<file path="src/rtl/filter_test_seq_pkg.sv">
// Shared types and defaults for the filter test sequencer.
//   test_cfg_t  : one table entry driven onto the generator test inputs
//   seq_state_t : sequencer FSM states
//   SIZE_DELAY / SIZE_FILTER_DATA : generator delay width, filter sample width
//   FILTER_SEQ_SETTLE / FILTER_SEQ_MEASURE : default window lengths in cycles
package filter_test_seq_pkg;

  localparam int SIZE_DELAY         = 8;
  localparam int SIZE_FILTER_DATA   = 16;
  localparam int FILTER_SEQ_STEPS   = 8;
  localparam int FILTER_SEQ_SETTLE  = 64;
  localparam int FILTER_SEQ_MEASURE = 256;

  // Field order matches the wr_data packing {overlay, rate, delay}.
  typedef struct packed {
    logic                  overlay;
    logic                  rate;
    logic [SIZE_DELAY-1:0] delay;
  } test_cfg_t;

  typedef enum logic [1:0] {
    IDLE    = 2'd0,
    SETTLE  = 2'd1,
    MEASURE = 2'd2,
    REPORT  = 2'd3
  } seq_state_t;

  function automatic int max_int(input int a, input int b);
    return (a > b) ? a : b;
  endfunction

endpackage

</file>
<file path="src/rtl/filter_test_seq_if.sv">
// Result handshake between the sequencer and whoever collects peak results.
//   res_valid : result available (sequencer -> collector)
//   res_ready : collector accepts the result
//   res_step  : table step the result belongs to
//   res_peak  : signed maximum observed over the measure window
interface filter_test_seq_if
  import filter_test_seq_pkg::*;
#(
  parameter int STEP_W = 3,
  parameter int DATA_W = SIZE_FILTER_DATA
) ();

  logic                     res_valid;
  logic                     res_ready;
  logic [STEP_W-1:0]        res_step;
  logic signed [DATA_W-1:0] res_peak;

  modport master (output res_valid, output res_step, output res_peak, input res_ready);
  modport slave  (input res_valid, input res_step, input res_peak, output res_ready);

endinterface

</file>
<file path="src/rtl/filter_seq_peak.sv">
// Signed running-maximum accumulator.
//   clk, reset : clock, asynchronous active-low reset (peak resets to 0)
//   clr_i      : preset peak to the most negative representable value
//   en_i       : fold data_i into the running maximum (clr_i wins)
//   data_i     : signed sample
//   peak_o     : current signed maximum
module filter_seq_peak #(
  parameter int DATA_W = 16
) (
  input  logic                     clk,
  input  logic                     reset,
  input  logic                     clr_i,
  input  logic                     en_i,
  input  logic signed [DATA_W-1:0] data_i,
  output logic signed [DATA_W-1:0] peak_o
);

  localparam logic signed [DATA_W-1:0] MOST_NEG = {1'b1, {(DATA_W-1){1'b0}}};

  logic signed [DATA_W-1:0] peak_q, peak_d;

  // NOTE: every variable written here gets a value before any branch, so no latch is inferred.
  always_comb begin
    peak_d = peak_q;
    if (clr_i) begin
      peak_d = MOST_NEG;
    end else if (en_i && (data_i > peak_q)) begin
      peak_d = data_i;
    end
  end

  // NOTE: sequential state uses non-blocking assignment so all flops update together at the edge.
  always_ff @(posedge clk or negedge reset) begin
    if (!reset) begin
      peak_q <= '0;
    end else begin
      peak_q <= peak_d;
    end
  end

  assign peak_o = peak_q;

endmodule

</file>
<file path="src/rtl/filter_test_seq.sv">
// Filter test sequencer: steps the signal generator through a table of test
// configurations, settles, measures the signed peak of a selected filter
// output and reports each peak over a valid/ready handshake.
//   clk, reset        : clock, asynchronous active-low reset
//   wr_en/addr/data   : table write port, honoured only while idle
//   start, run_steps  : begin a run of run_steps entries (1..NUM_STEPS)
//   abort             : end the current run immediately
//   filter_sel        : 1..6 selects output v1..v6, anything else v1
//   filter_data       : packed v6..v1 signed filter outputs
//   test_overlay/rate/delay : configuration driven to the generator
//   busy, done        : run in progress / one-cycle end-of-run pulse
//   res               : result handshake (master side)
module filter_test_seq
  import filter_test_seq_pkg::*;
#(
  parameter int NUM_STEPS      = FILTER_SEQ_STEPS,
  parameter int SETTLE_CYCLES  = FILTER_SEQ_SETTLE,
  parameter int MEASURE_CYCLES = FILTER_SEQ_MEASURE
) (
  input  logic                            clk,
  input  logic                            reset,
  input  logic                            wr_en,
  input  logic [$clog2(NUM_STEPS)-1:0]    wr_addr,
  input  logic [SIZE_DELAY+1:0]           wr_data,
  input  logic                            start,
  input  logic [$clog2(NUM_STEPS):0]      run_steps,
  input  logic                            abort,
  input  logic [2:0]                      filter_sel,
  input  logic [6*SIZE_FILTER_DATA-1:0]   filter_data,
  output logic                            test_overlay,
  output logic                            test_rate,
  output logic [SIZE_DELAY-1:0]           test_delay,
  output logic                            busy,
  output logic                            done,
  filter_test_seq_if.master               res
);

  localparam int STEP_W = $clog2(NUM_STEPS);
  localparam int CNT_W  = $clog2(max_int(SETTLE_CYCLES, MEASURE_CYCLES) + 1);

  seq_state_t                     state_q, state_d;
  logic [CNT_W-1:0]               cnt_q, cnt_d;
  logic [STEP_W-1:0]              step_q, step_d;
  logic [STEP_W-1:0]              last_q, last_d;
  logic [2:0]                     sel_q, sel_d;
  test_cfg_t                      cfg_q, cfg_d;
  logic                           done_q, done_d;

  logic                           tbl_we;
  logic                           peak_clr, peak_en;
  logic signed [SIZE_FILTER_DATA-1:0] sel_data;
  logic signed [SIZE_FILTER_DATA-1:0] peak;
  logic                           start_ok;

  // NOTE: the table has no reset so it can map onto distributed RAM; its power-up contents are don't-care.
  test_cfg_t table_q [NUM_STEPS];

  always_ff @(posedge clk) begin
    if (tbl_we) begin
      table_q[wr_addr] <= test_cfg_t'(wr_data);
    end
  end

  // Output select; codes outside 1..6 fall back to v1 (lane 0).
  always_comb begin
    sel_data = filter_data[0 +: SIZE_FILTER_DATA];
    for (int i = 2; i <= 6; i++) begin
      if (sel_q == 3'(i)) begin
        sel_data = filter_data[(i-1)*SIZE_FILTER_DATA +: SIZE_FILTER_DATA];
      end
    end
  end

  assign start_ok = start && (run_steps != '0) &&
                    (run_steps <= (STEP_W+1)'(NUM_STEPS));

  always_comb begin
    state_d  = state_q;
    cnt_d    = cnt_q;
    step_d   = step_q;
    last_d   = last_q;
    sel_d    = sel_q;
    cfg_d    = cfg_q;
    done_d   = 1'b0;
    tbl_we   = 1'b0;
    peak_clr = 1'b0;
    peak_en  = 1'b0;

    unique case (state_q)
      IDLE: begin
        cfg_d  = '0;
        tbl_we = wr_en;
        if (start_ok) begin
          step_d  = '0;
          last_d  = STEP_W'(run_steps - 1'b1);
          sel_d   = filter_sel;
          cfg_d   = table_q[0];
          cnt_d   = '0;
          state_d = SETTLE;
        end
      end
      SETTLE: begin
        if (cnt_q == CNT_W'(SETTLE_CYCLES - 1)) begin
          cnt_d    = '0;
          peak_clr = 1'b1;
          state_d  = MEASURE;
        end else begin
          cnt_d = cnt_q + 1'b1;
        end
      end
      MEASURE: begin
        // The final sample is folded in on the same edge that enters REPORT.
        peak_en = 1'b1;
        if (cnt_q == CNT_W'(MEASURE_CYCLES - 1)) begin
          cnt_d   = '0;
          state_d = REPORT;
        end else begin
          cnt_d = cnt_q + 1'b1;
        end
      end
      REPORT: begin
        if (res.res_ready) begin
          if (step_q == last_q) begin
            cfg_d   = '0;
            done_d  = 1'b1;
            state_d = IDLE;
          end else begin
            step_d  = step_q + 1'b1;
            cfg_d   = table_q[step_q + 1'b1];
            cnt_d   = '0;
            state_d = SETTLE;
          end
        end
      end
      default: state_d = IDLE;
    endcase

    // Abort overrides every transition above and drops any pending result.
    if (abort && (state_q != IDLE)) begin
      state_d  = IDLE;
      cfg_d    = '0;
      cnt_d    = '0;
      done_d   = 1'b1;
      peak_clr = 1'b0;
      peak_en  = 1'b0;
    end
  end

  always_ff @(posedge clk or negedge reset) begin
    if (!reset) begin
      state_q <= IDLE;
      cnt_q   <= '0;
      step_q  <= '0;
      last_q  <= '0;
      sel_q   <= '0;
      cfg_q   <= '0;
      done_q  <= 1'b0;
    end else begin
      state_q <= state_d;
      cnt_q   <= cnt_d;
      step_q  <= step_d;
      last_q  <= last_d;
      sel_q   <= sel_d;
      cfg_q   <= cfg_d;
      done_q  <= done_d;
    end
  end

  filter_seq_peak #(.DATA_W(SIZE_FILTER_DATA)) u_peak (
    .clk    (clk),
    .reset  (reset),
    .clr_i  (peak_clr),
    .en_i   (peak_en),
    .data_i (sel_data),
    .peak_o (peak)
  );

  assign test_overlay  = cfg_q.overlay;
  assign test_rate     = cfg_q.rate;
  assign test_delay    = cfg_q.delay;
  assign busy          = (state_q != IDLE);
  assign done          = done_q;
  assign res.res_valid = (state_q == REPORT);
  assign res.res_step  = step_q;
  assign res.res_peak  = peak;

endmodule

</file>
<file path="src/flat_wrapper.sv">
// flat-port wrapper written by rule: the top's interface ports become plain ports
module filter_test_seq_flat import filter_test_seq_pkg::*;
#(
  parameter int NUM_STEPS      = FILTER_SEQ_STEPS,
  parameter int SETTLE_CYCLES  = FILTER_SEQ_SETTLE,
  parameter int MEASURE_CYCLES = FILTER_SEQ_MEASURE
)
  (clk, reset, wr_en, wr_addr, wr_data, start, run_steps, abort, filter_sel, filter_data, test_overlay, test_rate, test_delay, busy, done, res_res_valid, res_res_step, res_res_peak, res_res_ready);
  filter_test_seq_if res_i ();
  input  logic clk;
  input  logic reset;
  input  logic wr_en;
  input  logic [$clog2(NUM_STEPS)-1:0] wr_addr;
  input  logic [SIZE_DELAY+1:0] wr_data;
  input  logic start;
  input  logic [$clog2(NUM_STEPS):0] run_steps;
  input  logic abort;
  input  logic [2:0] filter_sel;
  input  logic [6*SIZE_FILTER_DATA-1:0] filter_data;
  output logic test_overlay;
  output logic test_rate;
  output logic [SIZE_DELAY-1:0] test_delay;
  output logic busy;
  output logic done;
  output wire logic [$bits(res_i.res_valid)-1:0] res_res_valid;
  output wire logic [$bits(res_i.res_step)-1:0] res_res_step;
  output wire logic [$bits(res_i.res_peak)-1:0] res_res_peak;
  input wire logic [$bits(res_i.res_ready)-1:0] res_res_ready;
  assign res_res_valid = res_i.res_valid;
  assign res_res_step = res_i.res_step;
  assign res_res_peak = res_i.res_peak;
  assign res_i.res_ready = res_res_ready;
  filter_test_seq #(.NUM_STEPS(NUM_STEPS), .SETTLE_CYCLES(SETTLE_CYCLES), .MEASURE_CYCLES(MEASURE_CYCLES)) u_core (.clk(clk), .reset(reset), .wr_en(wr_en), .wr_addr(wr_addr), .wr_data(wr_data), .start(start), .run_steps(run_steps), .abort(abort), .filter_sel(filter_sel), .filter_data(filter_data), .test_overlay(test_overlay), .test_rate(test_rate), .test_delay(test_delay), .busy(busy), .done(done), .res(res_i));
endmodule
</file>
<file path="config.mk">
export PLATFORM = sky130hd
export DESIGN_NAME = filter_test_seq_flat
export DESIGN_NICKNAME = d
export VERILOG_FILES = /design/src/rtl/filter_test_seq_pkg.sv /design/src/rtl/filter_test_seq_if.sv /design/src/rtl/filter_seq_peak.sv /design/src/rtl/filter_test_seq.sv /design/src/flat_wrapper.sv
export SDC_FILE = /design/constraint.sdc
export NUM_CORES = 1
export LEC_CHECK = 0
export CORE_UTILIZATION = 47
export CTS_BUF_LIST = sky130_fd_sc_hd__clkbuf_4
export CTS_CLUSTER_SIZE = 16
export DETAILED_ROUTE_END_ITERATION = 8
export PLACE_DENSITY = 0.79
export SLEW_MARGIN = 15
export SYNTH_ARGS = -nofsm -noshare
export SYNTH_HDL_FRONTEND = slang
export SYNTH_SLANG_ARGS = --single-unit
export TNS_END_PERCENT = 20
</file>
<file path="constraint.sdc">
create_clock -name clk -period 3.1 [get_ports clk]
set_input_delay 0.31 -clock clk [delete_from_list [all_inputs] [get_ports clk]]
set_output_delay 0.31 -clock clk [all_outputs]
set_load 0.01 [all_outputs]
</file>
==> results.cfg <==
[outcome]
status = completed

[final_layout]
nFillCells = 974
drive_above_1_share_pct = 19.3
area_growth_pct = 34.9
nets = 888

[critical_path]
crit_top_cell = buf_12
worst-path-stages = 12
path_buf_inv = 2
r2r-start = u_core.sel_q[0]
cp_data_required_time_ps = 3530
reg2regPathDepth = 12
reg2reg_to = u_core.u_peak.peak_o[6]
critical_path.slowest_cell = mux4_2
critical-path-top-delay-family = simple AND/OR/NAND/NOR gates
r2r_slack_ps = 50
cp_data_arrival_time_ps = 3480
crit_path_start = u_core.sel_q[0]
cpPeakStageDelay_ps = 510
cp_cell_sequence = buf_12 > mux4_2 > nand2_2 > o21ai_2 > ha_1 > nand4_1 > or2_1 > nor3_2 > a21oi_2 > a21oi_4 > buf_12 > mux2i_1
cp-start-kind = flip-flop
path_max_fanout = 9
end_kind = flip-flop
endpoint = u_core.u_peak.peak_o[6]
worstSetupPathType = flip-flop to flip-flop

[cts]
cts_buffers = 17
clk_pin_slew_ps = 120
cts_sinks = 127
root_buffer = clkbuf_4
cts_tree = yes
clk_latency_ps = 510
max-clock-path-buffers = 2
htreeDepth = 4

[floorplanning]
ioPinCount = 154
die_w_um = 123
fp.dieH_um = 123
rows = 43
core_um2 = 14000
start_util_pct = 48.7
die-area_um2 = 15000

[logic_synthesis]
synth_top_cell_by_area = edfxtp_1
syn_nets = 698
synth_area_um2 = 6840
synth-seq-cells = 127
syn_area_per_cell_um2 = 12.4
ys_types = 53
synth_top_area_share_pct = 35.1
postSynthCellCount = 550
yosys_warnings = 0
synth.area.top_cells = edfxtp_1, dfrtp_1, mux4_2
synth_seq_area_share_pct = 52.3

[grt]
antenna_found_initial = 1
grt_pass1_wl_um = 26500
groute.usage.overall_pct = 23.7
grt-ovfl-total = 0
grt_pass1_vias = 5374
grt_max_degree = 48

[routing]
vias = 5237
dr.pass1.iters = 7
drt_drc_violations_left = 0
via_per_inst = 5.61
antenna_left = 0
wl_per_cell_um = 18.8
drt-total-wl_um = 17600
drtIter0Drc = 251

[power]
p_leak_nw = 3.60
power_density_nw_per_um2 = 821
ir_drop_mv = 0.444
p_total_mw = 7.58

[timing]
finalClockSkew_ps = 14.1
worstMarginPinSlew_ps = 885
rsz0062_at_grt = yes
fin_crit_ps = 3050
relSlewSlack_pct = 40.6
max_freq_ghz = 0.328
fin_hold_ws_ps = 350
slew_violations = 0
finalHoldViolations = 0
setup_viol = 0
finalCritPeriodShare_pct = 98.3

[placed_design]
hpwlAfterDp_um = 12600
io_buffer_count = 153
gp_congestion = 0.832

[worst_hold_path]
hold_class = primary input to async pin

[flow_run]
max_cap_violations = 0
## kinds of logic (layout without fill, tap and decap cells)
logic type,Yosys count,in the layout,synth area share (%)
XOR/XNOR,7,7,1.01
buffers and inverters,54,257,3.71
flip-flops,127,127,52.3
other,0,1,0
multiplexers,84,84,19.0
adder cells (fa/ha/maj),26,26,4.75
AND/OR/NAND/NOR,149,149,9.54
AO/OA/AOI/OAI,103,103,9.73
## layer usage
metal / GRT usage [%] / wire length, µm / vias up
met4: 10.7 / 525 / 0
met2: 43.4 / 9200 / 226
li1: - / - / 2442
met3: 5.44 / 1320 / 36
met1: 25.8 / 6530 / 2533
met5: 1.39 / 0 / -
## synth_stat cells, drive strengths merged
cell	n
a41o	1
a211oi	5
mux2i	34
and2	2
o21ai	54
or3b	1
nor2b	5
buf	13
o211a	1
or2	1
and3	2
a32oi	2
nand3	10
nand4	3
nor3	6
nand2	92
inv	26
o31a	1
o211ai	1
a21o	5
a22oi	10
a32o	1
a221o	1
mux4	35
o22ai	1
o2111ai	1
nor3b	1
a22o	7
xor2	1
dfrtp	47
xnor2	6
nor2	16
clkbuf	15
o32ai	1
or3	3
edfxtp	80
nand2b	5
mux2	15
nor4	2
ha	26
a21oi	10
o31ai	1
## state kept, by name, summed over array words and instances (netlist names), 2 cells and up
name / cells
u_core.table_q: 80
u_core.u_peak.peak_o: 16
u_core.cnt_q: 9
u_core.test_delay: 8
u_core.last_q: 3
u_core.res.res_step: 3
u_core.sel_q: 3
u_core.state_q: 2
## cell usage in the layout (no fill, tap or decap), types with 6 or more instances in the layout
master	n
a22o_1	7
nand2_1	90
xnor2_1	6
nor2_1	15
mux2_2	11
o21ai_0	23
buf_4	40
o21ai_1	27
ha_1	25
a21oi_1	7
edfxtp_1	80
mux4_2	35
mux2i_1	34
nand3_1	9
clkbuf_4	18
dfrtp_1	45
clkdlybuf4s50_1	152
inv_1	26
a22oi_1	10
## worst register-to-register path, delay by kind of cell, from the launching register on
kind	cells	cell delay, ps
AND/OR/NAND/NOR	4	810
multiplexers	2	710
flip-flops	1	460
AO/OA/AOI/OAI	3	360
adder cells (fa/ha/maj)	1	330
buffers and inverters	2	300
## worst min path at each step
| stage | end | slack (ps) | cells after the start |
|---|---|---|---|
| floorplan | u_core.cnt_q[0] | 10 | 0 |
| global placement | u_core.cnt_q[1] | 470 | 2 |
| detailed placement | u_core.test_delay[0] | 480 | 2 |
| CTS | u_core.sel_q[2] | 350 | 2 |
| global route | u_core.sel_q[0] | 350 | 2 |
| finish | u_core.last_q[0] | 350 | 2 |
## through the flow
| stage | setup WS, ps | TNS [ps] | area, µm² | cells | util (%) |
|---|---|---|---|---|---|
| 6_report | 52.6 | 0 | 9230 | 934 | 65.7 |
| 5_1_grt | -55.4 | -381 | 9230 | 934 | 65.7 |
| 4_1_cts | 53.5 | 0 | 9100 | 929 | 64.8 |
| 3_5_place_dp | -391 | -5860 | 8730 | 892 | 62.2 |
| 3_3_place_gp | -241 | -3810 | 8730 | 892 | 62.2 |
| 2_1_floorplan | 22.4 | 0 | 6840 | 550 | - |
## cell type report
type | instances | area (µm²) | area share [%]
Antenna cell | 1 | 2.50 | 0.0271
Clock buffer | 18 | 135 | 1.46
Clock inverter | 14 | 171 | 1.86
Inverter | 26 | 97.6 | 1.06
Multi-Input combinational cell | 369 | 3080 | 33.3
Sequential cell | 127 | 3580 | 38.8
Tap cell | 180 | 225 | 2.44
Timing Repair Buffer | 199 | 1940 | 21.0
## what timing repair did
action | in CTS | in global routing
hold buffers | 1 | 0
endpoints found under the hold margin | 19 | 0
setup buffers | 4 | 3
pin swaps | 1 | 6
gates resized for setup | 1 | 22
setup endpoints to repair | 16 | 16
cloned | 0 | 1
## power breakdown
group          internal [mW]  leakage (nW)  switching, mW
clock network          0.520         0.164          0.683
registers               2.08          1.33          0.260
logic                   2.06          2.11           1.98
total                   4.65          3.60           2.92
No activity file was read; power rests on OpenSTA's default activity.
